===== config.mk =====
export PLATFORM = sky130hd
export DESIGN_NAME = imem_loader
export DESIGN_NICKNAME = d
export VERILOG_FILES = /design/src/rtl/imem_loader.sv
export SDC_FILE = /design/constraint.sdc
export NUM_CORES = 1
export LEC_CHECK = 0
export CAP_MARGIN = 15
export CORE_MARGIN = 1
export CORE_UTILIZATION = 25
export DETAILED_ROUTE_END_ITERATION = 8
export GPL_ROUTABILITY_DRIVEN = 0
export RECOVER_POWER = 25
export SETUP_SLACK_MARGIN = 0.3
export SLEW_MARGIN = 20
export SYNTH_ARGS = -nofsm -noshare
export SYNTH_HDL_FRONTEND = slang
export SYNTH_SLANG_ARGS = --single-unit

===== constraint.sdc =====
create_clock -name clk -period 3 [get_ports clk]
set_input_delay 0.75 -clock clk [delete_from_list [all_inputs] [get_ports clk]]
set_output_delay 0.75 -clock clk [all_outputs]
set_load 0.03 [all_outputs]

===== src/rtl/imem_loader.sv =====
`default_nettype none
// ============================================================================
// imem_loader : framed UART byte stream -> 32-bit instruction-memory writes
// Rev 1.0
// ============================================================================
module imem_loader #(
  parameter int          DEPTH     = 32,
  parameter int          ADDR_W    = 5,
  parameter logic [7:0]  SYNC_BYTE = 8'hA5
) (
  input  logic              clk,
  input  logic              rst,
  input  logic              rx_valid,
  input  logic [7:0]        rx_data,
  output logic              imem_we,
  output logic [ADDR_W-1:0] imem_waddr,
  output logic [31:0]       imem_wdata,
  output logic              core_hold,
  output logic              load_done,
  output logic              load_err,
  output logic [ADDR_W:0]   words_loaded
);

  localparam int CNT_W = ADDR_W + 1;

  typedef enum logic [2:0] {
    WAIT_SYNC = 3'd0,
    GET_COUNT = 3'd1,
    GET_DATA  = 3'd2,
    GET_CSUM  = 3'd3,
    DONE      = 3'd4,
    ERROR     = 3'd5
  } state_t;

  state_t              state_q, state_d;
  logic [1:0]          lane_q, lane_d;
  logic [31:0]         word_q, word_d;
  logic [CNT_W-1:0]    count_q, count_d;
  logic [7:0]          csum_q, csum_d;
  logic                we_q, we_d;
  logic [ADDR_W-1:0]   waddr_q, waddr_d;
  logic [31:0]         wdata_q, wdata_d;
  logic                hold_q, hold_d;
  logic                done_q, done_d;
  logic                err_q, err_d;
  logic [CNT_W-1:0]    words_q, words_d;
  logic [CNT_W-1:0]    words_inc;
  logic                is_sync;
  logic                count_ok;

  assign words_inc = words_q + 1'b1;
  assign is_sync   = (rx_data == SYNC_BYTE);
  assign count_ok  = (rx_data != 8'd0) && (32'(rx_data) <= DEPTH);

  always_comb begin
    state_d = state_q;
    lane_d  = lane_q;
    word_d  = word_q;
    count_d = count_q;
    csum_d  = csum_q;
    we_d    = 1'b0;
    waddr_d = waddr_q;
    wdata_d = wdata_q;
    hold_d  = hold_q;
    done_d  = done_q;
    err_d   = err_q;
    words_d = words_q;

    // Post-write bookkeeping; address stops at the last word so it never leaves 0..DEPTH-1
    if (we_q) begin
      words_d = words_inc;
      if (words_inc < count_q) begin
        waddr_d = waddr_q + 1'b1;
      end
    end

    if (rx_valid) begin
      case (state_q)
        WAIT_SYNC, DONE, ERROR: begin
          if (is_sync) begin
            state_d = GET_COUNT;
            csum_d  = 8'd0;
            lane_d  = 2'd0;
            words_d = '0;
            waddr_d = '0;
            hold_d  = 1'b1;
            done_d  = 1'b0;
            err_d   = 1'b0;
          end
        end
        GET_COUNT: begin
          if (count_ok) begin
            count_d = CNT_W'(rx_data);
            state_d = GET_DATA;
          end else begin
            state_d = ERROR;
            err_d   = 1'b1;
          end
        end
        GET_DATA: begin
          csum_d = csum_q ^ rx_data;
          lane_d = lane_q + 2'd1;
          word_d = {rx_data, word_q[31:8]};
          if (lane_q == 2'd3) begin
            we_d    = 1'b1;
            wdata_d = {rx_data, word_q[31:8]};
            // words_q is already up to date: the previous write was at least 4 strobes ago
            if (words_inc == count_q) begin
              state_d = GET_CSUM;
            end
          end
        end
        GET_CSUM: begin
          if (rx_data == csum_q) begin
            state_d = DONE;
            hold_d  = 1'b0;
            done_d  = 1'b1;
          end else begin
            state_d = ERROR;
            err_d   = 1'b1;
          end
        end
        default: state_d = WAIT_SYNC;
      endcase
    end
  end

  always_ff @(posedge clk or posedge rst) begin
    if (rst) begin
      state_q <= WAIT_SYNC;
      lane_q  <= 2'd0;
      word_q  <= 32'd0;
      count_q <= '0;
      csum_q  <= 8'd0;
      we_q    <= 1'b0;
      waddr_q <= '0;
      wdata_q <= 32'd0;
      hold_q  <= 1'b1;
      done_q  <= 1'b0;
      err_q   <= 1'b0;
      words_q <= '0;
    end else begin
      state_q <= state_d;
      lane_q  <= lane_d;
      word_q  <= word_d;
      count_q <= count_d;
      csum_q  <= csum_d;
      we_q    <= we_d;
      waddr_q <= waddr_d;
      wdata_q <= wdata_d;
      hold_q  <= hold_d;
      done_q  <= done_d;
      err_q   <= err_d;
      words_q <= words_d;
    end
  end

  assign imem_we      = we_q;
  assign imem_waddr   = waddr_q;
  assign imem_wdata   = wdata_q;
  assign core_hold    = hold_q;
  assign load_done    = done_q;
  assign load_err     = err_q;
  assign words_loaded = words_q;

endmodule
`default_nettype wire


Word level (Yosys, flattened, before mapping)

Cells that the tools add are included.

Output and inout port bits: 47
Register bits: 98
Input bits: 11
Logic and storage cells: 78

Eq/ne operators: 15
Reduce and logical (&&, ||, !) cells: 14
Order comparisons: 2
$add $sub $neg: 3
Bitwise logic cells: 1
Muxes and demuxes: 31

Operators by type and width:

| kind                                                                              | count |
|---|---|
| 5-bit 2-to-1 mux                                                                  | 5 |
| 6-bit 2-to-1 mux                                                                  | 4 |
| 8-bit one-hot mux with 2 select lines                                             | 1 |
| 3-bit 2-to-1 mux                                                                  | 4 |
| 2-bit inequality test (second input constant)                                     | 6 |
| 3-bit one-hot mux with 4 select lines                                             | 1 |
| 1-bit 2-to-1 mux                                                                  | 10 |
| 3-bit AND reduction                                                               | 3 |
| 8-bit == test                                                                     | 1 |
| 8-bit == test (second input constant)                                             | 1 |
| 8-bit by 6-bit less-or-equal comparator with 1-bit output (second input constant) | 1 |
| 8-bit 2-to-1 mux                                                                  | 1 |
| 4-bit AND reduction                                                               | 2 |
| 8-bit nonzero test                                                                | 1 |
| 8-bit bitwise XOR                                                                 | 1 |
| 6-bit by 1-bit adder with 6-bit output (second input constant)                    | 1 |
| 3-bit by 2-bit == test with 1-bit output (second input constant)                  | 2 |
| 3-bit == test (second input constant)                                             | 2 |
| 6-bit == test                                                                     | 1 |
| 6-bit < comparator                                                                | 1 |
| 5-bit by 1-bit adder with 5-bit output (second input constant)                    | 1 |
| 5-bit AND reduction                                                               | 1 |
| 1-bit one-hot mux with 2 select lines                                             | 2 |
| 2-bit one-hot mux with 2 select lines                                             | 1 |
| other kinds (11)                                                                  | 12 |

Depth between registers and ports, before layout

Gate-level depths: netlist of run 1.

Depth after elaboration: 7
Mapped depth: 10
Depth with buffers taken out: 9

Worst setup path after synthesis of run 1

No wires, ideal clock.

Path kind: reg2reg
Start point: register words_q[2] (netlist: words_loaded[2])
End point: register waddr_q[3] (netlist: imem_waddr[3])
Slack: 0.539 ns
Setup time: 0.077 ns
Clock period less this slack: 2.461 ns
Path buffers: 1
Arrival time: 2.384 ns
Data required time: 2.923 ns
Cell stages (with the launch flop): 11
Cell sequence: dfrtp_1 -> clkbuf_1 -> nand3_1 -> nor2_1 -> xor2_1 -> ha_1 -> and4_1 -> o21ai_1 -> o211ai_1 -> or3_1 -> a21oi_1

Longest elaborated chain between the ends: 7

Ends and longest elaborated chain:

| element                                  | line | RTL |
|---|---|---|
| start, declared                          | 46   | `logic [CNT_W-1:0] words_q, words_d;` |
| start signal, assigned                   | 154  | `words_q <= words_d;` |
| 6-bit by 1-bit adder with 6-bit output * | 51   | `assign words_inc = words_q + 1'b1;` |
| 6-bit < comparator *                     | 72   | `if (words_inc < count_q) begin` |
| 5-bit 2-to-1 mux *                       | 72   |  |
| 5-bit 2-to-1 mux *                       | 70   | `if (we_q) begin` |
| 5-bit 2-to-1 mux                         | 80   | `if (is_sync) begin` |
| 5-bit 2-to-1 mux                         | 78   | `case (state_q)` |
| 5-bit 2-to-1 mux *                       | 77   | `if (rx_valid) begin` |
| named net waddr_d[3]                     | 41   | `logic [ADDR_W-1:0] waddr_q, waddr_d;` |
| end signal, assigned                     | 149  | `waddr_q <= waddr_d;` |
| end, declared                            | 41   |  |

Mark *: on every way through the listed nets, which the timed path passes. The rest lies on a longest branch.
A chain may end at the register's enable or synchronous reset.

Worst setup path in the final report of run 1

Start point: register words_q[0] (netlist: words_loaded[0])
End point: register waddr_q[3] (netlist: imem_waddr[3])

Same word-level chain as after synthesis.

==> results of run 1 <==
==> state kept, by name, indices dropped and copies added (netlist names) <==
name          cells
core_hold         1
count_q           6
csum_q            8
imem_waddr        5
imem_wdata       32
imem_we           1
lane_q            2
load_done         1
load_err          1
state_q           3
word_q           24
words_loaded      6
==> worst max path at each step <==
| stage | cells after the start | from | end | slack [ps] |
|---|---|---|---|---|
| 4_1_cts | 9 | words_loaded[0] | imem_waddr[3] | 460 |
| 3_5_place_dp | 6 | rx_data[1] | count_q[1] | 200 |
| 6_report | 9 | words_loaded[0] | imem_waddr[3] | 480 |
| 3_3_place_gp | 6 | rx_data[1] | count_q[5] | 250 |
| 2_1_floorplan | 10 | words_loaded[2] | imem_waddr[3] | 540 |
| 5_1_grt | 3 | rst | csum_q[5] | 250 |
==> power by group through the flow <==
stage | registers (W) | logic [W] | clock network [W]
6_report | 0.00154 | 0.000675 | 0.00112
5_1_grt | 0.00157 | 0.000762 | 0.00121
4_1_cts | 0.00155 | 0.000684 | 0.00116
3_5_place_dp | 0.00156 | 0.000682 | 0
3_3_place_gp | 0.00156 | 0.000655 | 0
2_1_floorplan | 0.00156 | 0.000477 | 0
==> layout make-up <==
type | count | area [sq um] | share of cell area
Timing Repair Buffer | 70 | 681 | 0.131
Sequential cell | 90 | 2250 | 0.434
Tap cell | 211 | 264 | 0.0509
Clock buffer | 10 | 239 | 0.0461
Inverter | 11 | 42.5 | 0.00820
Clock inverter | 5 | 61.3 | 0.0118
Multi-Input combinational cell | 249 | 1650 | 0.318
==> layer usage <==
layer	GRT usage	wire [microns]	vias up
met4	0.0540	176	0
met2	0.178	4030	68
li1	-	-	1373
met5	0	0	-
met1	0.150	4230	1386
met3	0.0287	351	12
==> stage by stage <==
stage	cells	util	hold slack, ps	worst slack (ps)
2_1_floorplan	368	-	439	539
3_3_place_gp	631	0.318	451	249
3_5_place_dp	631	0.318	456	204
4_1_cts	646	0.337	473	462
5_1_grt	646	0.336	499	245
6_report	646	0.336	465	480
==> cells by family after synthesis <==
kind of cell,count (synthesis),share of synthesized area
xor gates and xnor gates,19,0.0415
DFF,90,0.561
muxes,40,0.117
and+or+nand+nor,136,0.155
adders and majority gates,9,0.0281
buffers and inverters,29,0.0281
AOI/OAI and AO/OA,45,0.0689
==> critical path, delay by kind of cell, from the launching register on <==
kind | cells | cell delay [ps]
AND/OR/NAND/NOR | 3 | 720
adder cells (fa/ha/maj) | 2 | 560
AO/OA/AOI/OAI | 3 | 550
flip-flops | 1 | 460
XOR/XNOR | 1 | 150
==> cell usage after synthesis (2+ instances only) <==
| cell type | n |
|---|---|
| nor4_1 | 2 |
| mux2_1 | 27 |
| buf_2 | 3 |
| nand3_1 | 6 |
| nor2_1 | 22 |
| o211ai_1 | 2 |
| mux2_2 | 4 |
| or3_1 | 2 |
| nand4_1 | 6 |
| o31a_1 | 2 |
| dfrtp_1 | 89 |
| o21ai_1 | 19 |
| a21oi_1 | 5 |
| nor3_1 | 2 |
| a31oi_1 | 2 |
| mux2_4 | 6 |
| nand2_1 | 81 |
| nor2b_1 | 6 |
| xor2_1 | 6 |
| a21o_1 | 2 |
| inv_1 | 11 |
| o21ai_0 | 5 |
| mux2i_1 | 3 |
| xnor2_1 | 13 |
| clkbuf_1 | 15 |
| ha_1 | 9 |
==> placed cells by master (no fill, tap or decap), types with 3 or more instances in the layout <==
cell / Yosys / layout
dfrtp_1: 89 / 89
mux2_4: 6 / 6
inv_1: 11 / 10
xor2_1: 6 / 6
nand3_1: 6 / 6
nand4_1: 6 / 6
mux2i_1: 3 / 3
buf_4: 0 / 11
nand2_1: 81 / 81
o21ai_1: 19 / 19
a21oi_1: 5 / 5
mux2_2: 4 / 4
ha_1: 9 / 9
o21ai_0: 5 / 5
nor2b_1: 6 / 6
clkdlybuf4s50_1: 0 / 56
clkbuf_16: 0 / 9
xnor2_1: 13 / 13
nor2_1: 22 / 22
mux2_1: 27 / 27
==> results.yml, run 1 <==
global_route:
  grt_usage: 0.115
  grt_pass1_wl_mm: 14.5
  grt_max_degree: 74
  grt.overflow.total: 0
  first_global_vias: 2857
  antenna_found_initial: 0
placement:
  place_hpwl_mm: 6.24
  postPlaceCellArea_sq_um: 4900
  numPortBuffers: 57
clock_network:
  h-tree-depth: 3
  cts_setup_buffers: 0
  cts_tree: "yes"
  cts_hold_buf: 0
  cts-resized-gates: 0
  root_buffer: "clkbuf_16"
  max-clock-path-buffers: 2
  clk_pin_slew_ps: 60
  clkLatencyLatePin_ps: 340
  cts_sinks: 90
  cts_buffers: 9
timing:
  max_freq_mhz: 397
  finalHoldViolCount: 0
  finalClockSkew_ps: 7.05
  setup_viol: 0
  slew_violations: 0
  fin_crit_sh: 0.840
  period_needed_ps: 2520
  finalSetupTns_ps: 0
  rsz0062_at_grt: "false"
  tightest_slew_ps: 981
  slew_headroom: 0.346
pwr:
  irDropWorstVdd_mv: 0.278
  p_total_w: 0.00334
  swShare: 0.290
  power_frac_comb: 0.202
  p_leak_nw: 2.44
  p_per_area_nw_per_um2: 644
  p_seq_frac: 0.462
  p_switching_w: 0.000969
  p_clk_frac: 0.336
  p_int_w: 0.00237
yosys:
  synth_edf_count: 0
  synth_cells: 368
  synthDistinctLibCells: 44
  synth_ff_type: "dfrtp_1"
  async_flop_share: 1.00
  synth_top_cell_by_area: "dfrtp_1"
  ys_warn_count: 0
  yosysTopAreaCellShare: 0.555
  ys_seq_area_frac: 0.561
  synthTopCellsByArea: "dfrtp_1, mux2_1, nand2_1"
  ys_seq_elements: 90
  synth.avg_cell_area_sq_um: 10.9
  synth_nets: 388
  syn_area_sq_um: 4010
cells_and_area:
  drive_gt1_frac: 0.0989
  syn_to_final_growth_pct: 29.3
  final_cell_area_sq_um: 5190
  antenna_cells: 0
  nets: 451
  nFillCells: 1571
worst_hold_path:
  min_from: "word_q[11]"
  whs_endpoint: "word_q[11]"
  min_path_type: "flop to flop"
  min_path_cells: 2
run:
  cap_violations: 0
drt:
  drc_errors: 0
  post_drt_wl_per_cell_microns: 13.6
  drt-initial-drc-count: 185
  vias: 2839
  wirelength_mm: 8.79
  dr.pass1.iters: 4
  vias_per_cell: 4.39
  antenna_left: 0
critical_path:
  crit_chain: "ha_1 > nand3_1 > xnor2_1 > ha_1 > and4_1 > o21ai_1 > o211ai_1 > or3_1 > a21oi_1"
  r2r_end: "imem_waddr[3]"
  rrSetupSlack_ps: 480
  path_class: "flop to flop"
  worst_ep_arrival_time_ps: 2780
  path_common_cell: "ha_1"
  startpoint_type: "flop"
  critPathMaxFanout: 6
  r2r-start: "words_loaded[0]"
  worst_setup_path_end_kind: "flop"
  slowest_delay_ps: 460
  required_ps: 3260
  critical-path-slowest-cell: "dfrtp_1"
  reg2reg_depth: 9
die:
  start_util: 0.260
  fp.dieArea_sq_um: 16600
  fp.dieH_microns: 129
  ios: 58
  coreArea_sq_um: 15400
  rows: 45
  fp.dieW_microns: 129
status:
  status: "complete, no violations"
Power figures use the tool's default switching activity.
==> inputs of run 2 (changes only) <==
clock period = 2.6 ns   (was 3 ns; I/O delays follow)
==> run 2 against run 1 <==
  * Sequential share of layout area fell by 1.1 points
  * Critical path depth fell by 8
  * Final area rose by 2.8%
  * Sequential power rose by 16%
  * Worst hold slack improved by 5.2 ps
  * Global-route usage rose by 0.60 points
  * Register-to-register slack got worse by 80 ps
  * Die area did not move
  * Via count rose by 2.9%
  * Combinational power rose by 24%
  * Clock skew barely moved
  * Wire length rose by 5.4%
==> results.yml, run 2 (synthesis results as in run 1) <==
critical_path:
  startpoint_type: "flop"
  crit_chain: "clkdlybuf4s50_1"
  path_delay_family: "buffers and inverters"
  slowest_delay_ps: 750
  reg2reg_depth: 8
  path_buf_inv: 1
  worst_ep_arrival_time_ps: 1600
  rrSetupSlack_ps: 400
  r2r_end: "imem_waddr[4]"
  path_class: "flop to output pin"
  critical-path-slowest-cell: "clkdlybuf4s50_1"
  worst_setup_path_end_kind: "output pin"
  r2r-start: "words_loaded[2]"
  critPathMaxFanout: 7
  required_ps: 1950
global_route:
  grt_pass1_wl_mm: 15.4
  grt_usage: 0.121
  antenna_found_initial: 0
  grt_max_degree: 63
  grt.overflow.total: 0
  first_global_vias: 3038
timing:
  finalSetupTns_ps: 0
  finalHoldViolCount: 0
  holdWs_ps: 470
  fin_crit_sh: 0.866
  rsz0062_at_grt: "false"
  max_freq_mhz: 444
  slew_violations: 0
  tightest_slew_ps: 841
  period_needed_ps: 2250
  finalClockSkew_ps: 7.18
  slew_headroom: 0.439
  setup_viol: 0
clock_network:
  cts_hold_buf: 0
  cts_sinks: 90
  cts_buffers: 9
  max-clock-path-buffers: 2
  root_buffer: "clkbuf_16"
  clkLatencyLatePin_ps: 340
  h-tree-depth: 3
  cts_tree: "yes"
  clk_pin_slew_ps: 70
die:
  fp.dieW_microns: 129
  ios: 58
  coreArea_sq_um: 15400
  fp.dieH_microns: 129
  rows: 45
  start_util: 0.260
  fp.dieArea_sq_um: 16600
worst_hold_path:
  min_from: "word_q[8]"
  min_path_type: "flop to flop"
  whs_endpoint: "word_q[8]"
  min_path_cells: 2
placement:
  numPortBuffers: 57
  place_hpwl_mm: 6.54
cells_and_area:
  largest_reg_flops: 32
  nets: 466
  final_cell_mix: "dfrtp_1, nand2_1, clkdlybuf4s50_1"
  drive_gt1_frac: 0.144
  layout_commonest_cell: "dfrtp_1"
  syn_to_final_growth_pct: 32.9
  antenna_cells: 0
  fin_util: 0.346
drt:
  vias: 2922
  drt-initial-drc-count: 217
  wirelength_mm: 9.26
  vias_per_cell: 4.41
  antenna_left: 0
  drc_errors: 0
  post_drt_wl_per_cell_microns: 14.0
  dr.pass1.iters: 4
pwr:
  p_per_area_nw_per_um2: 757
  p_leak_nw: 2.52
  irDropWorstVdd_mv: 0.310
status:
  status: "complete, no violations"
run:
  cap_violations: 0
## run 2: cell count changes in the layout (fill, tap and decap cells not counted), moves of 2 or more
cell / previous run / this run
buf_4: 11 / 26
clkbuf_1: 0 / 2
clkdlybuf4s50_1: 56 / 53
dfrtp_1: 89 / 85
dfrtp_2: 0 / 4
dlygate4sd2_1: 0 / 2
## run 2: per-layer routing
metal	GRT usage	vias to the layer above	wire [microns]
met2	0.185	80	4310
met5	0	-	0
li1	-	1408	-
met3	0.0249	17	390
met4	0.0581	0	198
met1	0.162	1417	4370
## run 2: final cells by class
| class | count | area [sq um] |
|---|---|---|
| Fill cell | 1567 | 10100 |
| Sequential cell | 90 | 2260 |
| Timing Repair Buffer | 85 | 774 |
| Clock buffer | 10 | 229 |
| Clock inverter | 6 | 96.3 |
| Multi-Input combinational cell | 249 | 1670 |
| Inverter | 11 | 42.5 |
| Tap cell | 211 | 264 |
## run 2: how the worst max path moves through the flow
stage / depth (start not counted) / end / slack, ps / start
CTS: 6 / count_q[5] / 320 / rx_data[3]
global placement: 6 / count_q[5] / -40 / rx_data[1]
global route: 3 / word_q[27] / 180 / rst
detailed placement: 6 / count_q[5] / -100 / rx_data[1]
floorplan: 10 / imem_waddr[4] / 310 / words_loaded[2]
finish: 1 / imem_we / 350 / imem_we
## run 2: metrics by stage
stage	total power (W)	cells	setup slack (ps)	area, sq um
floorplan	0.00236	368	312	4040
global placement	0.00257	639	-44.2	4970
detailed placement	0.00262	639	-98.9	4970
CTS	0.00406	659	318	5320
global route	0.00430	662	182	5340
finish	0.00404	662	347	5340
## run 2: what timing repair did
item,4_1_cts,5_1_grt
setup endpoints to repair,8,9
gates resized for setup,5,4
buffers inserted,4,3
pin swaps,5,3
## run 2: where the power goes
group / switching [W] / internal, W / leakage [nW]
Clock: 0.000555 / 0.000856 / 0.156
Sequential: 0.000192 / 0.00160 / 1.17
Combinational: 0.000433 / 0.000405 / 1.19
## run 2: tightest hold or removal path, cell delays in order (launching register included)
cell and delay, ps:
dfrtp_1 340, nand2_1 50, nand2_1 50
==> inputs of run 3 (changes only) <==
SLEW_MARGIN = not set   (was 20)
==> results of run 3 <==
The final DEF is identical to that of run 2; final timing and power are the same.
